<file path="src/rtl/sram_oq_write_ctrl.sv">
// Memory-domain write controller: maps one-hot-tagged bridge words into per-queue SRAM rings.
// Optional per-queue/drop statistics ports are enabled by defining SRAM_OQ_WR_STATS_EN.
module sram_oq_write_ctrl #(
  parameter int DATA_W   = 202,
  parameter int NUM_Q    = 5,
  parameter int QID_W    = 3,
  parameter int Q_ADDR_W = 10,
  parameter int OE_SLACK = 2
) (
  input  logic                            memclk,
  input  logic                            memreset,
  input  logic [DATA_W-1:0]               dout,
  input  logic                            dout_valid,
  input  logic [NUM_Q-1:0]                oq,
  output logic                            output_enable,
  output logic                            sram_wr_en,
  output logic [QID_W+Q_ADDR_W-1:0]       sram_wr_addr,
  output logic [DATA_W-1:0]               sram_wr_data,
  input  logic                            rd_release,
  input  logic [QID_W-1:0]                rd_release_q,
  output logic [NUM_Q*(Q_ADDR_W+1)-1:0]   q_count,
  output logic [NUM_Q-1:0]                q_full,
  output logic                            drop_pulse,
  output logic                            err_oq
`ifdef SRAM_OQ_WR_STATS_EN
  ,
  output logic [NUM_Q*32-1:0]             wr_word_cnt,
  output logic [31:0]                     drop_cnt
`endif
);

  localparam int CW = Q_ADDR_W + 1;
  localparam logic [CW-1:0] DEPTH    = CW'(2 ** Q_ADDR_W);
  localparam logic [CW-1:0] OE_LIMIT = DEPTH - CW'(OE_SLACK);

  logic [Q_ADDR_W-1:0] wptr  [NUM_Q];
  logic [CW-1:0]       count [NUM_Q];

  logic                one_hot;
  logic                room;
  logic                accept;
  logic                bad;
  logic                drop;
  logic                oe_next;
  logic [QID_W-1:0]    sel_q;
  logic [Q_ADDR_W-1:0] sel_wptr;
  logic [NUM_Q-1:0]    inc;
  logic [NUM_Q-1:0]    dec;

  always_comb begin
    one_hot  = (oq != '0) && ((oq & (oq - NUM_Q'(1))) == '0);
    room     = 1'b0;
    sel_q    = '0;
    sel_wptr = '0;
    oe_next  = 1'b1;
    dec      = '0;
    q_count  = '0;
    q_full   = '0;
    for (int unsigned i = 0; i < NUM_Q; i++) begin
      // Selection is only meaningful when oq is one-hot; accept gates it otherwise.
      if (oq[i]) begin
        room     = room | (count[i] < DEPTH);
        sel_q    = QID_W'(i);
        sel_wptr = wptr[i];
      end
      if (count[i] >= OE_LIMIT) oe_next = 1'b0;
      dec[i]               = rd_release && (rd_release_q == QID_W'(i)) && (count[i] != '0);
      q_count[i*CW +: CW]  = count[i];
      q_full[i]            = (count[i] == DEPTH);
    end
    accept = dout_valid && one_hot && room;
    bad    = dout_valid && !one_hot;
    drop   = dout_valid && !accept;
    inc    = accept ? oq : '0;
  end

  always_ff @(posedge memclk or posedge memreset) begin
    if (memreset) begin
      for (int unsigned i = 0; i < NUM_Q; i++) begin
        wptr[i]  <= '0;
        count[i] <= '0;
      end
      output_enable <= 1'b0;
      sram_wr_en    <= 1'b0;
      sram_wr_addr  <= '0;
      sram_wr_data  <= '0;
      drop_pulse    <= 1'b0;
      err_oq        <= 1'b0;
    end else begin
      output_enable <= oe_next;
      sram_wr_en    <= accept;
      drop_pulse    <= drop;
      if (bad) err_oq <= 1'b1;
      if (accept) begin
        sram_wr_addr <= {sel_q, sel_wptr};
        sram_wr_data <= dout;
      end
      for (int unsigned i = 0; i < NUM_Q; i++) begin
        if (inc[i]) wptr[i] <= wptr[i] + Q_ADDR_W'(1);
        count[i] <= count[i] + CW'(inc[i]) - CW'(dec[i]);
      end
    end
  end

`ifdef SRAM_OQ_WR_STATS_EN
  always_ff @(posedge memclk or posedge memreset) begin
    if (memreset) begin
      wr_word_cnt <= '0;
      drop_cnt    <= '0;
    end else begin
      for (int unsigned i = 0; i < NUM_Q; i++) begin
        if (inc[i]) wr_word_cnt[i*32 +: 32] <= wr_word_cnt[i*32 +: 32] + 32'd1;
      end
      if (drop && (drop_cnt != '1)) drop_cnt <= drop_cnt + 32'd1;
    end
  end
`endif

endmodule

</file>
<file path="config.mk">
export PLATFORM = sky130hd
export DESIGN_NAME = sram_oq_write_ctrl
export DESIGN_NICKNAME = d
export VERILOG_FILES = /design/src/rtl/sram_oq_write_ctrl.sv
export SDC_FILE = /design/constraint.sdc
export NUM_CORES = 1
export LEC_CHECK = 0
export CAP_MARGIN = 20
export CORE_MARGIN = 2
export CORE_UTILIZATION = 30
export DETAILED_ROUTE_END_ITERATION = 7
export PLACE_DENSITY_LB_ADDON = 0.12
export REMOVE_ABC_BUFFERS = 1
export SETUP_SLACK_MARGIN = 0.15
export SLEW_MARGIN = 15
export SYNTH_ARGS = -nofsm -noshare
export SYNTH_HDL_FRONTEND = slang
export SYNTH_SLANG_ARGS = --single-unit
</file>
<file path="constraint.sdc">
create_clock -name memclk -period 14.69 [get_ports memclk]
set_input_delay 2.938 -clock memclk [delete_from_list [all_inputs] [get_ports memclk]]
set_output_delay 2.938 -clock memclk [all_outputs]
set_load 0.05 [all_outputs]
</file>
* Word-level counts from Yosys, hierarchy flattened *
Index checks and enable logic that the tools add are counted.

cells by class
  add/subtract/negate cells = 16
  $mul = 0
  div/mod/pow operators = 0
  $lt $le $gt $ge = 10
  eq/ne operators = 9
  shift operators = 0
  multiplexer cells = 20
  bitwise logic cells = 5
  reductions and logical operators = 25

operator list
  operator               number
  $add 11x1->11          5
  $eq 11x11->1 const B   5
  $ge 11x10->1 const B   5
  $lt 11x11->1 const B   5
  $reduce_bool 11->1     5
  $sub 11x1->11          5
  $add 10x1->10 const B  5
  $mux 10                5
  $logic_and 1x1->1      15
  $mux 1                 11
  $mux 3                 3
  $eq 3x2->1 const B     2
  $and 5x5->5            1
  $logic_not 5->1        1
  $mux 5                 1
  $reduce_bool 5->1      1
  $sub 5x1->5 const B    1
  $or 1x1->1             4
  $eq 3x1->1 const B     1
  $eq 3x3->1 const B     1
  $logic_not 3->1        1
  $logic_not 1->1        2

word-level totals
  register bits = 324
  bits in latches = 0
  memory bits (writable) = 0
  ROM bits = 0
  input port bits = 214
  output and inout port bits = 279
  word-level logic and storage cells = 101
  memories = 0

* Logic depth before layout (Yosys ltp) *
Gate-level depths: netlist (run 1).

  word-level depth = 14
  mapped depth = 17
  depth with buffers taken out = 16

* Worst setup path before layout (run 1) *
No wires, ideal clock.

  path type = input-to-reg
  from = in oq[2]
  to = reg count, in the netlist q_count[10]
  library setup time = 0.131 ns
  data arrival time = 5.949 ns
  required time = 14.559 ns
  setup slack = 8.610 ns
  stages = 16
  path buffers = 2
  cell sequence = clkbuf_1 -> nand2b_1 -> o221ai_1 -> o21ai_1 -> clkbuf_1 -> nor3_1 -> inv_1 -> ha_1 -> inv_1 -> ha_1 -> fa_1 -> a21oi_1 -> a2bb2oi_1 -> a21oi_1 -> and4b_1 -> or3_1

on the way
  longest elaborated chain between the ends = 9
  elaborated cells on any way between the ends = 15
  those cells by class = 3 x add/sub; 4 x mux; 3 x bitwise; 5 x reduce/logical

ends and longest elaborated chain
  element                                                 RTL line  text
  from (decl)                                             14        input logic [NUM_Q-1:0] oq,
  $sub 5x1->5 / $mux 1 (equally long branches)            51, 61
  $and 5x5->5 / $or 1x1->1 (equally long branches)        51, 62
  $logic_not 5->1 / $mux 1 (equally long branches)        51, 61
  $logic_and 1x1->1 / $or 1x1->1 (equally long branches)  51, 62
  $logic_and 1x1->1 / $mux 1 (equally long branches)      71, 61
  $logic_and 1x1->1 *                                     71        accept = dout_valid && one_hot && room;
  $mux 5 *                                                74        inc = accept ? oq : '0;
  $add 11x1->11 *                                         100       count[i] <= count[i] + CW'(inc[i]) - CW'(dec[i]);
  $sub 11x1->11 *                                         100
  to (signal, indexed assignment)                         100
  to (decl)                                               37        logic [CW-1:0] count [NUM_Q];

Every way passes the cells marked *; elsewhere a longest branch is shown, timed or not.
A chain may end at the register's enable or synchronous reset.

* Worst setup path after layout (run 1) *
  from = in oq[4]
  to = reg sram_wr_data[68]

on the way
  longest elaborated chain between the ends = 6
  elaborated cells on any way between the ends = 8
  those cells by class = 1 x add/sub; 1 x mux; 1 x bitwise; 5 x reduce/logical

ends and longest elaborated chain
  element               RTL line  text
  $sub 5x1->5           51        one_hot = (oq != '0) && ((oq & (oq - NUM_Q'(1))) == '0);
  $and 5x5->5           51
  $logic_not 5->1       51
  $logic_and 1x1->1     51
  $logic_and 1x1->1     71
  $logic_and 1x1->1 *   71
  to (signal assigned)  96        sram_wr_data <= dout;
  to (decl)             18        output logic [DATA_W-1:0] sram_wr_data,

Marked as above.

==> flow_summary.ini, run 1 <==
[die]
die_area_mm2 = 0.0559
core_mm2 = 0.0536
die_x_um = 236
die_h_um = 236
ioPinCount = 493
start_util = 0.302
placementRows = 85

[yosys]
synthTopCellsByArea = dfrtp_1 50%, mux2_4 14%, ha_1 8.1%
synth_xor_area_frac = 0.0449
synth_fa_ha_area_frac = 0.0873
synth.cell_area_mm2 = 0.0162
syn_inst = 1260
synth_mux_area_frac = 0.180
synthSimpleGateAreaFrac = 0.0831
synth_compound_area_frac = 0.0619
synth_cell_type_count = 58
synth_top_area_frac = 0.501
ys_seq_area_frac = 0.501
syn_area_per_cell_um2 = 12.9
synth_top_family_by_area = multiplexers
ys_seq_elements = 324
synth-edff-count = 0
yosysTopAreaCell = dfrtp_1
ys_warn_count = 0
async_flop_share = 1.00
yosys_most_used_dff = dfrtp_1

[routing]
drt-total-wl_um = 52400
drc = 0
viasPerCell = 4.66
initialDrtViolationCount = 426
wl_per_cell_um = 21.1
via_count = 11600
ant_nets = 0
drt-pass1-iter-count = 4

[grt]
grtUsageTotal = 0.184
grt_pass1_vias = 11900
grt_pass1_wl_um = 77900
antenna_found_initial = 8
grt-ovfl-total = 0
grt_max_degree = 138

[run_status]
status = completed

[clock_network]
htreeDepth = 2
cts_resized = 0
clk_latency_ns = 0.56
cts_root_buf = clkbuf_16
ctsHoldBuffers = 0
cts_buffers = 41
clk_path_buf_depth = 3
tritoncts = yes
cts.sinks = 324
cts.clk_slew.worst_paths_ns = 0.06
post_cts.repair.setup_buffers = 0

[worst_hold_path]
holdCritStartpoint = wptr[27]
worstHoldEndpoint = wptr[27]
min_delay_path_depth = 1
hp-class = register to register

[setup_path]
path_class = input pin to register
worstPathRequired_ns = 15.12
r2r_setup_slack_ns = 10.10
ff2ff_path_depth = 8
reg2reg_from = q_count[32]
setup.worst_path.start_class = input pin
worstPathArrival_ns = 8.14
reg2reg_to = sram_wr_data[68]
critPathMaxFanout = 137
worstSetupEndpointType = register

[power_and_ir_drop]
p_leak_nw = 10.6
powerDensity_mw_per_mm2 = 276
ir_worst_vdd_mv = 0.173
finalPower_mw = 6.37

[sta]
max_freq_mhz = 130
report.final.hold_viol_count = 0
fin_skew_ns = 0.0147
fin_tns_setup_ns = 0
maxSlewViolCount = 0
setup_viol = 0
worstMarginPinSlew_ns = 0.982
rsz0062_at_grt = false
relSlewSlack = 0.345
min_period_over_period = 0.525
holdWs_ns = 0.465
finalCriticalPeriod_ns = 7.71

[place]
dp_hpwl_um = 39500
gp_congestion = 0.825
io_buffers = 492

[run]
maxCapViolations = 0

[layout]
drive_gt1_frac = 0.161
final_common_cell = clkdlybuf4s50_1
final_cell_mix = 492 x clkdlybuf4s50_1, 324 x dfrtp_1, 148 x mux2_4
area_growth_pct = 42.4
nets = 2079
==> worst max-delay path by stage <==
stage | from | endpoint | slack [ns] | depth (start not counted)
global route | oq[4] | sram_wr_data[76] | 6.70 | 9
finish | oq[4] | sram_wr_data[68] | 6.98 | 9
global placement | oq[2] | sram_wr_data[64] | 6.57 | 9
detailed placement | oq[4] | sram_wr_data[68] | 6.49 | 9
CTS | oq[4] | sram_wr_data[68] | 7.10 | 9
floorplan | oq[3] | sram_wr_data[27] | 2.13 | 5
==> sequential cells by signal (all words and copies together), names as in the netlist <==
register       flops
sram_wr_addr      13
q_count           55
output_enable      1
err_oq             1
drop_pulse         1
sram_wr_data     202
wptr              50
sram_wr_en         1
==> kinds of logic (layout without fill, tap and decap cells) <==
kind of cell,Yosys count,after routing
flip-flops,324,324
XOR/XNOR,83,83
other,0,2
adder cells (fa/ha/maj),110,110
AO/OA/AOI/OAI,149,149
buffers and inverters,143,665
multiplexers,209,209
AND/OR/NAND/NOR,242,242
==> worst max-delay path, cell delays in order <==
cell             delay, ns
clkdlybuf4s50_1       0.81
inv_1                 0.43
o221ai_1              0.28
o21ai_4               0.51
buf_4                 0.39
or2_4                 0.59
buf_4                 0.75
buf_12                0.75
mux2_2                0.42
==> Yosys cell counts (all sizes together), types with 3 or more instances <==
| cell | n |
|---|---|
| a2111oi | 8 |
| a21o | 6 |
| a21oi | 25 |
| a221oi | 10 |
| a22oi | 8 |
| a311oi | 4 |
| and2 | 4 |
| and3 | 9 |
| and3b | 4 |
| and4b | 3 |
| buf | 31 |
| clkbuf | 16 |
| dfrtp | 324 |
| fa | 5 |
| ha | 105 |
| inv | 96 |
| mux2 | 208 |
| nand2 | 27 |
| nand2b | 11 |
| nand3 | 28 |
| nand3b | 3 |
| nand4 | 16 |
| nor2 | 42 |
| nor2b | 10 |
| nor3 | 38 |
| nor3b | 10 |
| nor4 | 22 |
| nor4b | 4 |
| o211ai | 5 |
| o21ai | 50 |
| o21bai | 8 |
| o221ai | 5 |
| o311ai | 6 |
| or3 | 4 |
| xnor2 | 22 |
| xor2 | 61 |
==> where the power goes <==
part           switching (mW)  internal (mW)
registers               0.302           1.31
logic                    2.34           1.45
clock network           0.400          0.572
==> layout make-up <==
cell class | count | area [um2]
Antenna cell | 2 | 5.00
Clock buffer | 59 | 1170
Clock inverter | 11 | 109
Fill cell | 5010 | 30500
Inverter | 96 | 368
Multi-Input combinational cell | 793 | 7420
Sequential cell | 324 | 8110
Tap cell | 696 | 871
Timing Repair Buffer | 499 | 5000
==> layer usage <==
metal / part of all wire / wire, um / GRT usage / up-vias
li1: - / - / - / 5435
met1: 0.40 / 21100 / 0.217 / 5668
met2: 0.48 / 25300 / 0.308 / 356
met5: 0.0011 / 57 / 0 / -
met3: 0.081 / 4240 / 0.0659 / 94
met4: 0.033 / 1740 / 0.0660 / 8
==> through the flow <==
step / area [um2] / util / instances / setup slack, ns
final: 23100 / 0.430 / 2480 / 6.98
after global routing: 23100 / 0.430 / 2479 / 6.70
after CTS: 23000 / 0.430 / 2478 / 7.10
after detailed placement: 21800 / 0.406 / 2408 / 6.49
after global placement: 21800 / 0.406 / 2408 / 6.57
after floorplan: 15900 / - / 1213 / 2.13
(Power assumes the default switching activity.)
==> run 2: changes to the inputs <==
- clock period: 14.69 -> 6.91 ns (I/O delays scaled with it)
==> run 2 against run 1 <==
Sequential share of layout area down 0.14 points. Highest routed layer unchanged. Critical endpoint is now q_count[10]. Register-to-register slack got worse by 7.1 ns. Count of clock-buffer cells in the layout rose by 4.
==> flow_summary.ini, run 2 (same netlist as run 1, synthesis figures left out) <==
[routing]
drc = 0
viasPerCell = 4.70
drt-total-wl_um = 52800
ant_nets = 0
initialDrtViolationCount = 578
via_count = 11700
wl_per_cell_um = 21.2
drt-pass1-iter-count = 6

[layout]
drive_gt1_frac = 0.164
nets = 2086
final_common_cell = clkdlybuf4s50_1
regMostFlops = sram_wr_data
final_cell_count_no_fill = 2487
fillCellCount = 5041
final_cell_mix = 492 x clkdlybuf4s50_1, 324 x dfrtp_1, 148 x mux2_4
area_growth_pct = 42.9
largest_register_ffs = 202

[run]
maxCapViolations = 0

[die]
ioPinCount = 493
start_util = 0.302
core_mm2 = 0.0536
die_h_um = 236
die_area_mm2 = 0.0559
die_x_um = 236
placementRows = 85

[sta]
maxSlewViolCount = 0
worstMarginPinSlew_ns = 0.938
fin_skew_ns = 0.0167
holdWs_ns = 0.471
report.final.hold_viol_count = 0
rsz0062_at_grt = false
min_period_over_period = 0.748
setup_viol = 0
finalCriticalPeriod_ns = 5.17
max_freq_mhz = 193
relSlewSlack = 0.359

[setup_path]
critPathMaxFanout = 25
worstPathArrival_ns = 5.59
worstPathRequired_ns = 7.33
path_class = input pin to register
worstSetupEndpointType = register
setup.worst_path.start_class = input pin

[grt]
grt_max_degree = 146
antenna_found_initial = 5
grt_pass1_wl_um = 78800
grtUsageTotal = 0.186
grt_pass1_vias = 12100
grt-ovfl-total = 0

[place]
dp_hpwl_um = 39700
io_buffers = 492
dp.cells = 2415
gp_congestion = 0.845

[power_and_ir_drop]
ir_worst_vdd_mv = 0.349
p_leak_nw = 10.7
powerDensity_mw_per_mm2 = 585

[clock_network]
clk_latency_ns = 0.55
cts_root_buf = clkbuf_16
cts.clk_slew.worst_paths_ns = 0.06
cts_resized = 0
clk_path_buf_depth = 3
cts_buffers = 41
htreeDepth = 2
post_cts.repair.setup_buffers = 0
tritoncts = yes
cts.sinks = 324
ctsHoldBuffers = 0

[worst_hold_path]
hp-class = register to register

[run_status]
status = completed
run 2: cell count changes in the layout (fill, tap and decap cells not counted), sizes merged:
cell,previous run,this run
clkbuf,59,63
buf,7,14
clkinv,8,6
clkinvlp,1,0
bufinv,1,0
run 2: per-layer routing:
metal  track usage  wire length (um)  vias up
met3        0.0621              3920       70
li1              -                 -     5450
met4        0.0502              1320        6
met1         0.226             22000     5850
met5             0                35        -
met2         0.314             25500      325
run 2: worst max-delay path: stages:
cell	delay, ns
clkdlybuf4s50_1	0.45
buf_4	0.23
inv_1	0.20
o221ai_1	0.41
o21ai_4	0.27
nor3_1	0.40
inv_1	0.19
ha_1	0.32
inv_1	0.04
ha_1	0.19
fa_1	0.41
a21oi_1	0.19
a2bb2oi_1	0.19
a21oi_1	0.13
and4b_1	0.20
or3_1	0.35
run 2: per-stage QoR:
step / total power, mW / utilization / area (um2) / setup TNS (ns) / worst slack, ns
floorplan: 8.86 / - / 15900 / -1982.23 / -4.10
global placement: 11.5 / 0.408 / 21800 / 0 / 1.22
detailed placement: 11.5 / 0.408 / 21800 / 0 / 1.18
CTS: 13.7 / 0.432 / 23100 / 0 / 1.78
global route: 14.3 / 0.432 / 23100 / 0 / 1.38
finish: 13.5 / 0.432 / 23100 / 0 / 1.74
run 2: final cells by class:
type | instances | area [um2] | area share
diodes | 2 | 5.00 | 0.000216
repair buffers | 506 | 5080 | 0.219
multi-input cells | 793 | 7420 | 0.320
well taps | 696 | 871 | 0.0376
flip-flops and latches | 324 | 8110 | 0.350
clock inverters | 7 | 46.3 | 0.00200
clock buffers | 63 | 1250 | 0.0541
inverters | 96 | 368 | 0.0159
run 2: report_power, final:
part	total [mW]	switching (mW)	internal [mW]
clock network	2.09	0.848	1.24
logic	8.03	4.94	3.09
registers	3.43	0.642	2.78
total	13.5	6.43	7.12
run 2: worst paths after layout:
| check | from | end | slack (ns) | cells after the start |
|---|---|---|---|---|
| max | oq[4] | q_count[10] | 1.74 | 16 |
| min reg2reg | wptr[29] | wptr[29] | 0.47 | 1 |
| max reg2reg | q_count[54] | q_count[10] | 2.99 | 13 |
| max in group asynchronous | memreset | q_count[24] | 4.01 | 3 |
| min | wptr[29] | wptr[29] | 0.47 | 1 |
| min in group asynchronous | memreset | sram_wr_data[38] | 1.42 | 2 |
